==> config.mk <==
export PLATFORM = sky130hd
export DESIGN_NAME = sstv_rx_ctrl
export DESIGN_NICKNAME = d
export VERILOG_FILES = /design/src/rtl/sstv_pkg.sv /design/src/rtl/sstv_tone_class.sv /design/src/rtl/sstv_rx_ctrl.sv
export SDC_FILE = /design/constraint.sdc
export NUM_CORES = 1
export LEC_CHECK = 0
export CORE_MARGIN = 5
export CORE_UTILIZATION = 50
export CTS_BUF_LIST = sky130_fd_sc_hd__clkbuf_2
export CTS_CLUSTER_DIAMETER = 80
export DETAILED_ROUTE_END_ITERATION = 6
export PLACE_DENSITY = 0.71
export SYNTH_ARGS = -nofsm -noshare
export SYNTH_HDL_FRONTEND = slang
export SYNTH_SLANG_ARGS = --single-unit
==> constraint.sdc <==
create_clock -name clk -period 4.6 [get_ports clk]
set_clock_uncertainty 0.2 [all_clocks]
set_input_delay 0.92 -clock clk [delete_from_list [all_inputs] [get_ports clk]]
set_output_delay 0.92 -clock clk [all_outputs]
set_load 0.1 [all_outputs]
==> src/rtl/sstv_pkg.sv <==
// sstv_pkg: shared constants, enums and helpers for the SSTV receive sequencer.
//   - Tone frequencies (Hz) for header/VIS classification and the luminance range.
//   - Frame geometry (160 x 120, row-major).
//   - state_t / tone_t enums, saturating 16-bit increment, pixel quantizer.
package sstv_pkg;

  localparam logic [11:0] FREQ_1100  = 12'd1100;
  localparam logic [11:0] FREQ_1200  = 12'd1200;
  localparam logic [11:0] FREQ_1300  = 12'd1300;
  localparam logic [11:0] FREQ_1900  = 12'd1900;
  localparam logic [11:0] FREQ_BLACK = 12'd1500;
  localparam logic [11:0] FREQ_WHITE = 12'd2300;

  localparam int IMG_W     = 160;
  localparam int IMG_H     = 120;
  localparam int PIX_TOTAL = IMG_W * IMG_H;

  typedef enum logic [2:0] {
    ST_IDLE, ST_LEADER1, ST_BREAK, ST_LEADER2,
    ST_START, ST_VIS, ST_STOP, ST_PIXELS
  } state_t;

  typedef enum logic [2:0] {
    TONE_OTHER, TONE_1900, TONE_1200, TONE_1100, TONE_1300
  } tone_t;

  function automatic logic [15:0] sat_inc16(input logic [15:0] v);
    return (v == 16'hFFFF) ? v : v + 16'd1;
  endfunction

  // Clamp to [BLACK, WHITE], then bucket into 200 Hz steps by threshold
  // compare; 2100..2300 all land in the top bucket.
  function automatic logic [1:0] quant_pix(input logic [11:0] f);
    logic [11:0] d;
    if (f <= FREQ_BLACK)      d = 12'd0;
    else if (f >= FREQ_WHITE) d = FREQ_WHITE - FREQ_BLACK;
    else                      d = f - FREQ_BLACK;
    if (d >= 12'd600)      return 2'd3;
    else if (d >= 12'd400) return 2'd2;
    else if (d >= 12'd200) return 2'd1;
    else                   return 2'd0;
  endfunction

endpackage

==> src/rtl/sstv_tone_class.sv <==
// sstv_tone_class: registered tone classifier (1-cycle latency).
//   clk_i   - system clock
//   rst_i   - asynchronous active-high reset
//   freq_i  - instantaneous frequency estimate, Hz
//   tone_o  - registered tone class
//   freq_o  - freq_i delayed by the same cycle, so pixel sampling stays
//             aligned with the classified stream
module sstv_tone_class
  import sstv_pkg::*;
#(
  parameter int FREQ_TOL = 50
) (
  input  logic        clk_i,
  input  logic        rst_i,
  input  logic [11:0] freq_i,
  output tone_t       tone_o,
  output logic [11:0] freq_o
);

  tone_t       tone_d, tone_q;
  logic [11:0] freq_q;

  function automatic logic in_win(input logic [11:0] f, input logic [11:0] c);
    logic [12:0] lo, hi;
    lo = {1'b0, c} - 13'(FREQ_TOL);
    hi = {1'b0, c} + 13'(FREQ_TOL);
    return ({1'b0, f} >= lo) && ({1'b0, f} <= hi);
  endfunction

  // Windows of adjacent tones touch at the edges; earlier entries win.
  always_comb begin
    tone_d = TONE_OTHER;
    if (in_win(freq_i, FREQ_1900))      tone_d = TONE_1900;
    else if (in_win(freq_i, FREQ_1200)) tone_d = TONE_1200;
    else if (in_win(freq_i, FREQ_1100)) tone_d = TONE_1100;
    else if (in_win(freq_i, FREQ_1300)) tone_d = TONE_1300;
  end

  always_ff @(posedge clk_i or posedge rst_i) begin
    if (rst_i) begin
      tone_q <= TONE_OTHER;
      freq_q <= 12'd0;
    end else begin
      tone_q <= tone_d;
      freq_q <= freq_i;
    end
  end

  assign tone_o = tone_q;
  assign freq_o = freq_q;

endmodule

==> src/rtl/sstv_rx_ctrl.sv <==
// sstv_rx_ctrl: SSTV receive sequencer. Walks the calibration header and VIS
// word on the classified tone stream, then writes one quantized pixel per
// pixel period for a full 160x120 frame.
//   clk       - system clock (one tick)
//   reset     - asynchronous active-high reset
//   freq      - instantaneous frequency, Hz
//   vis_code  - last parity-checked VIS mode
//   vis_valid - vis_code is valid for the current reception
//   vis_err   - one-cycle pulse on header/VIS abort
//   vid_addr  - frame-buffer address of the current write
//   vid_pixel - 2-bit luminance of the current write
//   vid_we    - one-cycle write strobe
//   busy      - high in every state but IDLE
//
// state    | meaning
// ---------+----------------------------------------------------------
// IDLE     | waiting for a 1900 Hz tone
// LEADER1  | counting first 1900 Hz leader run
// BREAK    | counting 1200 Hz break run
// LEADER2  | counting second 1900 Hz leader run
// START    | checking start bit at mid-bit
// VIS      | sampling 8 VIS bits (LSB first) at mid-bit
// STOP     | checking stop bit and parity, then waiting for pixel start
// PIXELS   | one write strobe per pixel period until the frame completes
module sstv_rx_ctrl
  import sstv_pkg::*;
#(
  parameter int TICKS_LEADER_MIN = 24000,
  parameter int TICKS_BREAK_MIN  = 500,
  parameter int TICKS_BREAK_MAX  = 1500,
  parameter int TICKS_BIT        = 3000,
  parameter int TICKS_PIXEL      = 36,
  parameter int FREQ_TOL         = 50
) (
  input  logic        clk,
  input  logic        reset,
  input  logic [11:0] freq,
  output logic [6:0]  vis_code,
  output logic        vis_valid,
  output logic        vis_err,
  output logic [14:0] vid_addr,
  output logic [1:0]  vid_pixel,
  output logic        vid_we,
  output logic        busy
);

  localparam logic [15:0] L_MIN     = 16'(TICKS_LEADER_MIN);
  localparam logic [15:0] B_MIN     = 16'(TICKS_BREAK_MIN);
  localparam logic [15:0] B_MAX     = 16'(TICKS_BREAK_MAX);
  localparam logic [15:0] BIT_T     = 16'(TICKS_BIT);
  localparam logic [15:0] BIT_HALF  = 16'(TICKS_BIT / 2);
  localparam logic [15:0] STOP_LAST = 16'(10 * TICKS_BIT - 1);
  localparam logic [15:0] PIX_HALF  = 16'(TICKS_PIXEL / 2);
  localparam logic [15:0] PIX_LAST  = 16'(TICKS_PIXEL - 1);
  localparam logic [14:0] ADDR_LAST = 15'(PIX_TOTAL - 1);

  tone_t       tone_q;
  logic [11:0] freq_q;

  state_t      state_d, state_q;
  logic [15:0] run_d, run_q;
  logic [15:0] tmr_d, tmr_q;
  logic [15:0] nxt_d, nxt_q;     // bit-timer value of the next mid-bit sample
  logic [2:0]  bit_d, bit_q;
  logic [7:0]  sh_d, sh_q;
  logic [15:0] ptmr_d, ptmr_q;
  logic [14:0] pcnt_d, pcnt_q;   // address of the next pixel to write
  logic [6:0]  code_d, code_q;
  logic        valid_d, valid_q;
  logic        err_d, err_q;
  logic [14:0] addr_d, addr_q;
  logic [1:0]  pix_d, pix_q;
  logic        we_d, we_q;

  sstv_tone_class #(.FREQ_TOL(FREQ_TOL)) u_class (
    .clk_i  (clk),
    .rst_i  (reset),
    .freq_i (freq),
    .tone_o (tone_q),
    .freq_o (freq_q)
  );

  always_comb begin
    state_d = state_q;
    run_d   = run_q;
    tmr_d   = sat_inc16(tmr_q);
    nxt_d   = nxt_q;
    bit_d   = bit_q;
    sh_d    = sh_q;
    ptmr_d  = ptmr_q;
    pcnt_d  = pcnt_q;
    code_d  = code_q;
    valid_d = valid_q;
    err_d   = 1'b0;
    addr_d  = addr_q;
    pix_d   = pix_q;
    we_d    = 1'b0;

    case (state_q)
      ST_IDLE: begin
        run_d   = 16'd0;
        valid_d = 1'b0;
        if (tone_q == TONE_1900) begin
          state_d = ST_LEADER1;
          run_d   = 16'd1;
        end
      end

      // A short first leader is just noise: drop back silently.
      ST_LEADER1: begin
        if (tone_q == TONE_1900) begin
          run_d = sat_inc16(run_q);
        end else if (tone_q == TONE_1200 && run_q >= L_MIN) begin
          state_d = ST_BREAK;
          run_d   = 16'd1;
        end else begin
          state_d = ST_IDLE;
        end
      end

      ST_BREAK: begin
        if (tone_q == TONE_1200) begin
          if (run_q >= B_MAX) begin
            state_d = ST_IDLE;
            err_d   = 1'b1;
          end else begin
            run_d = sat_inc16(run_q);
          end
        end else if (tone_q == TONE_1900 && run_q >= B_MIN) begin
          state_d = ST_LEADER2;
          run_d   = 16'd1;
        end else begin
          state_d = ST_IDLE;
          err_d   = 1'b1;
        end
      end

      ST_LEADER2: begin
        if (tone_q == TONE_1900) begin
          run_d = sat_inc16(run_q);
        end else if (tone_q == TONE_1200 && run_q >= L_MIN) begin
          state_d = ST_START;
          tmr_d   = 16'd0;
          nxt_d   = BIT_HALF;
        end else begin
          state_d = ST_IDLE;
          err_d   = 1'b1;
        end
      end

      ST_START: begin
        if (tmr_q == nxt_q) begin
          if (tone_q == TONE_1200) begin
            state_d = ST_VIS;
            bit_d   = 3'd0;
            nxt_d   = nxt_q + BIT_T;
          end else begin
            state_d = ST_IDLE;
            err_d   = 1'b1;
          end
        end
      end

      ST_VIS: begin
        if (tmr_q == nxt_q) begin
          if (tone_q == TONE_1100 || tone_q == TONE_1300) begin
            sh_d  = {tone_q == TONE_1100, sh_q[7:1]};
            nxt_d = nxt_q + BIT_T;
            bit_d = bit_q + 3'd1;
            if (bit_q == 3'd7) state_d = ST_STOP;
          end else begin
            state_d = ST_IDLE;
            err_d   = 1'b1;
          end
        end
      end

      // After a good stop sample the state just waits out the stop bit.
      ST_STOP: begin
        if (tmr_q == nxt_q) begin
          if (tone_q == TONE_1200 && (^sh_q) == 1'b0) begin
            code_d  = sh_q[6:0];
            valid_d = 1'b1;
          end else begin
            state_d = ST_IDLE;
            err_d   = 1'b1;
          end
        end else if (tmr_q == STOP_LAST) begin
          state_d = ST_PIXELS;
          ptmr_d  = 16'd0;
          pcnt_d  = 15'd0;
        end
      end

      ST_PIXELS: begin
        ptmr_d = (ptmr_q == PIX_LAST) ? 16'd0 : ptmr_q + 16'd1;
        if (ptmr_q == PIX_HALF) begin
          we_d   = 1'b1;
          pix_d  = quant_pix(freq_q);
          addr_d = pcnt_q;
          if (pcnt_q == ADDR_LAST) state_d = ST_IDLE;
          else                     pcnt_d  = pcnt_q + 15'd1;
        end
      end

      default: state_d = ST_IDLE;
    endcase
  end

  always_ff @(posedge clk or posedge reset) begin
    if (reset) begin
      state_q <= ST_IDLE;
      run_q   <= 16'd0;
      tmr_q   <= 16'd0;
      nxt_q   <= 16'd0;
      bit_q   <= 3'd0;
      sh_q    <= 8'd0;
      ptmr_q  <= 16'd0;
      pcnt_q  <= 15'd0;
      code_q  <= 7'd0;
      valid_q <= 1'b0;
      err_q   <= 1'b0;
      addr_q  <= 15'd0;
      pix_q   <= 2'd0;
      we_q    <= 1'b0;
    end else begin
      state_q <= state_d;
      run_q   <= run_d;
      tmr_q   <= tmr_d;
      nxt_q   <= nxt_d;
      bit_q   <= bit_d;
      sh_q    <= sh_d;
      ptmr_q  <= ptmr_d;
      pcnt_q  <= pcnt_d;
      code_q  <= code_d;
      valid_q <= valid_d;
      err_q   <= err_d;
      addr_q  <= addr_d;
      pix_q   <= pix_d;
      we_q    <= we_d;
    end
  end

  assign vis_code  = code_q;
  assign vis_valid = valid_q;
  assign vis_err   = err_q;
  assign vid_addr  = addr_q;
  assign vid_pixel = pix_q;
  assign vid_we    = we_q;
  assign busy      = (state_q != ST_IDLE);

endmodule

# == After elaboration in Yosys (flattened, before gate mapping) ==
# Cells that the tools add are included.
# word_totals
register_bits,135
input_bits,14
output_inout_bits,28
# op_classes
addsub,7
n_lt_le_gt_ge,16
eq_ne,42
n_mux,81
n_bitwise,1
reduce_logical,26
# op_table
op,n
two-way mux 16 bit,20
two-way mux 3 bit,24
case mux 16 bit (4 select lines),1
"<= comparator 12 x 11 -> 1 bit, second input constant",5
two-way mux 15 bit,4
"adder 16 x 1 -> 16 bit, second input constant",3
"greater-or-equal comparator 12 x 11 -> 1 bit, second input constant",4
two-way mux 12 bit,4
case mux 16 bit (3 select lines),1
"equality test 16 bit, second input constant",2
"inequality test 2 bit, second input constant",16
case mux 16 bit (2 select lines),1
case mux 15 bit (2 select lines),1
case mux 3 bit (8 select lines),1
"inequality test 3 bit, second input constant",7
"equality test 3 bit, second input constant",6
two-way mux 1 bit,17
"adder 16 x 12 -> 16 bit, second input constant",1
"equality test 16 x 15 -> 1 bit, second input constant",1
equality test 16 bit,1
"equality test 16 x 5 -> 1 bit, second input constant",1
"equality test 16 x 6 -> 1 bit, second input constant",1
"greater-or-equal comparator 16 x 11 -> 1 bit, second input constant",1
"greater-or-equal comparator 16 x 15 -> 1 bit, second input constant",1
28 further kinds,49

# == Logic depth before layout (Yosys ltp) ==
# depth
depth_word,9
ltp_mapped,10

# == Cells and area by module ==
# Synthesis repeated with hierarchy kept, for this count alone.
# hier_totals
cells_unflattened,818
area_unflattened_um2,7699.9
# by_module_without_submodules
module,instances,cells_per_inst,area_each_um2,seq_area_each_um2
sstv_rx_ctrl,1,760,7050.5,2952.8
sstv_tone_class,1,58,649.4,375.4

# == Worst setup path before layout ==
# No wires, ideal clock.
# synth_path
kind,register to output
start,register state_q[0]
end,output port busy
arrival_ns,1.457
required_ns,3.480
path_slack_ns,2.023
stages_incl_launch_ff,4
cell_sequence,dfrtp_1 -> clkbuf_1 -> nor2_1 -> nand2_1
# synth_between
elab_chain_cells,1
# synth_rtl
item,line,rtl
from (decl),sstv_rx_ctrl.sv:60,"state_t state_d, state_q;"
from (signal assigned),sstv_rx_ctrl.sv:227,state_q <= state_d;
nonzero test 3 bit,sstv_rx_ctrl.sv:250,assign busy = (state_q != ST_IDLE);
to (decl),sstv_rx_ctrl.sv:44,output logic busy
# Every way passes these cells.

# == Worst setup path after layout ==
# layout_path
start,register state_q[2]
end,output port busy
# Same word-level chain as after synthesis.

==> results list <==
- Outcome: finished clean
* ANT cells: 0
- Max-cap violations in this run came to 0.
- After legalization and detailed placement, the total HPWL measured approximately 12,000 µm.
- The internal power of the cells totals roughly 1.5 mW.
- In this run the static leakage power is 3.57 nW.
- Gate power share: 0.123
* List of cells traversed by the critical path: inv_1 > nand2_1 > clkdlybuf4s50_1
* Global-route wire length before repair: around 28,000 µm
- Resize count post-CTS: 0
* Capturing element type of the critical path: output port
- The number of setup buffers added after CTS is 0.
* Number of remaining DRC errors: 0
* Clock period minus final worst setup slack: 4120 ps
- Clock slew seen by the registers of the worst setup and hold paths: 190 ps
- Overall fraction of global-route tracks in use: 0.192
- Share of power burned in the clock network: 0.310
* Register share of total power: 0.566
- Final design area excluding fillers: ~0.0083 mm²
* Average instance area after synthesis: about 9.5 µm²
- The filler cells instantiated in the layout total roughly 1,300.
- Antenna-violating nets left: 0
- The library cell used most frequently in the layout, excluding fill and tap cells, is sky130_fd_sc_hd__dfrtp_1.
- Switching share of power: 0.301
- Fraction of final layout cells with drive strength greater than 1: 0.0944
* Critical path's largest stage delay: around 1200 ps
- After detailed placement, the total cell area comes to around 0.008 mm².
* Number of rows created at floorplan: between 40 and 50
- After technology mapping, the gate count stands at between 700 and 800.
* Most used flip-flop cell after synthesis: sky130_fd_sc_hd__dfrtp_1
- Later-pin clock latency in the skew report: roughly 740 ps
* Placed Instances: 990
- Die span in y: ~130 µm
- Number of antenna violations at the first check in global routing: 0
- Worst vdd rail ir drop: between 0.15 and 0.2 mV
- The total overflow left after global routing is 0.
* Synthesized Nets: 819
- At the end of routability-driven placement, the weighted congestion stood at roughly 0.9.
- Area of the placeable core: around 0.015 mm²
- Power comes to ~2.2 mW.
- TritonCTS built the clock tree.
- Clock tree root buffer cell: sky130_fd_sc_hd__clkbuf_2
- Netlist cell types: 70
- Setup repair after global routing left no endpoint under its margin.
- Netlist area before placement: about 0.0075 mm²
- Derived from the worst setup path, the maximum achievable clock frequency is about 240 MHz.
- Of all nets on the critical path, the largest fanout is 12.
- In this run the worst hold path is classified as flip-flop to flip-flop.
- Post-route clock period utilization: 0.896
- Number of CTS-inserted buffers: 17
- Sequential area share after synthesis: 0.442
* Transition time at the pin with the least slew margin: approximately 1300 ps
- Worst rel slew slack: 0.145
- Count of flip-flops with a built-in enable after synthesis: 0
* Initial drt markers: about 430
* Die width: between 100 and 150 µm
- Required @ worst endpoint: around 3500 ps
- DR WL/cell: roughly 16 µm
- Entering global routing, the biggest net connects 105 pins.
- Count of H-tree levels built during CTS: 4
* Total wirelength of the detailed-routed design: ~16,000 µm
- Number of buffers between clock root and the deepest sink: 2
- Data on the critical path arrives at its endpoint at 3000 ps.
- Most frequent cells in the layout: sky130_fd_sc_hd__dfrtp_1 (133), sky130_fd_sc_hd__nand2_1 (82), sky130_fd_sc_hd__o21ai_0 (68)
* Port Buffer Count: between 40 and 50
- Flip-flop and latch count after synthesis: between 100 and 150
* Cts hold-fix bufs: 0
- Initial cell density of the core: 0.514
* Pre-Repair DR Iteration Count: 6
- Pin placement for this block handled between 40 and 50 I/O pins.
- TNS Setup: 0 ps
* Vias per std cell: 6.03
- At the end of the flow, the number of nets in the layout was between 800 and 900.
- Timing analysis after detailed placement gives a worst setup slack of 1290 ps.
- Number of global-route vias before repair: 6,029
* Final cell count without fillers: 1,021
- Setup slack of the critical path after layout: between 400 and 500 ps
- Setup violations remaining at the end of the flow were counted as 0.
- The die covers around 0.018 mm².
- Share of synthesized registers carrying an async set or reset: 1.00
- The total count of max-transition violations in the final report was 0.
- Area overhead of the layout relative to synthesis: 10.0%
* Pwr/cell area: ~260 mW/mm²
- The final hold violation count was 0.
* Count of yosys warnings during synthesis: 0
- The slowest stage of the critical path belongs to the cell sky130_fd_sc_hd__clkdlybuf4s50_1.
- Routed vias: just over 6,000
* Critical path launch point type: flip-flop
- The analysis attributes to net switching a power of ~650 µW.
- Crit Path Category: flip-flop to output port
- The clock net in this run drives a total of 133 sinks.
## cells in the mapped netlist, drive strengths merged (10+ instances only)
cell,count,area share
xor2,10,0.012
nand2,82,0.041
a31oi,12,0.010
mux2i,17,0.023
nor2,62,0.031
o21ai,68,0.045
a21oi,29,0.020
and3,22,0.018
nor3,22,0.015
xnor2,32,0.038
inv,17,0.0085
nand4,25,0.021
dfrtp,133,0.44
nand3,32,0.021
o31ai,16,0.016
buf,13,0.011
clkbuf,20,0.010
ha,11,0.018
nor4,15,0.015
and4,10,0.012
nand2b,17,0.014
nor2b,10,0.0083
mux2,30,0.048
## metrics by stage
step	utilization	hold WS [ps]
2_1_floorplan	-	254
3_3_place_gp	0.551	271
3_5_place_dp	0.551	283
4_1_cts	0.565	324
5_1_grt	0.565	343
6_report	0.565	318
## final timing paths
| check | start | endpoint | slack (ps) | cells past startpoint |
|---|---|---|---|---|
| max in group asynchronous | reset | run_q[1]$_DFFE_PP0P_ | 2840 | 3 |
| min in group asynchronous | reset | ptmr_q[1]$_DFFE_PP0P_ | 410 | 2 |
| hold reg to reg | nxt_q[2]$_DFFE_PP0P_ | nxt_q[2]$_DFFE_PP0P_ | 320 | 1 |
| setup / recovery | state_q[2]$_DFFE_PP0P_ | busy | 480 | 3 |
| hold / removal | nxt_q[2]$_DFFE_PP0P_ | nxt_q[2]$_DFFE_PP0P_ | 320 | 1 |
| setup reg to reg | run_q[13]$_DFFE_PP0P_ | run_q[15]$_DFFE_PP0P_ | 1640 | 6 |
## power by group through the flow
stage | logic, mW | clock network, mW | registers, mW
2_1_floorplan | 0.212 | 0 | 1.22
3_3_place_gp | 0.264 | 0 | 1.25
3_5_place_dp | 0.267 | 0 | 1.25
4_1_cts | 0.268 | 0.692 | 1.23
5_1_grt | 0.297 | 0.741 | 1.23
6_report | 0.267 | 0.672 | 1.23
## worst max-delay path, delay by kind of cell (launching register included)
| family | cells | cell delay, ps |
|---|---|---|
| flip-flops | 1 | 620 |
| buffers and inverters | 2 | 1450 |
| AND/OR/NAND/NOR | 1 | 200 |
## layout make-up
| cell class | instances | area (µm²) | share of cell area |
|---|---|---|---|
| Clock buffer | 19 | 95.1 | 0.0115 |
| Inverter | 17 | 67.6 | 0.00816 |
| Clock inverter | 12 | 114 | 0.0138 |
| Timing Repair Buffer | 45 | 453 | 0.0547 |
| Sequential cell | 133 | 3330 | 0.402 |
| Multi-Input combinational cell | 611 | 3990 | 0.482 |
| Tap cell | 184 | 230 | 0.0278 |
## cell families (layout without fill, tap and decap cells)
family	count (synthesis)	count (layout)	synth area share
buf+inv	50	93	0.0299
flops	133	133	0.442
mux	47	47	0.0710
simple gates	330	330	0.232
fa+ha+maj	11	11	0.0183
compound gates	181	181	0.156
xor+xnor	42	42	0.0499
## flip-flops by register name, summed over array words and instances, names as in the netlist, 7 cells and up
| register | flops |
|---|---|
| nxt_q | 14 |
| pcnt_q | 15 |
| ptmr_q | 16 |
| run_q | 16 |
| sh_q | 8 |
| tmr_q | 16 |
| u_class.freq_o | 12 |
| vid_addr | 15 |
| vis_code | 7 |
## routing by layer
metal	up-vias	wire length (µm)	global-route usage
li1	2993	-	-
met1	3027	7570	0.250
met2	122	8090	0.318
met3	19	571	0.0391
met4	0	198	0.0681
met5	-	0	0
Note: power is estimated with default switching activity, not from simulation.
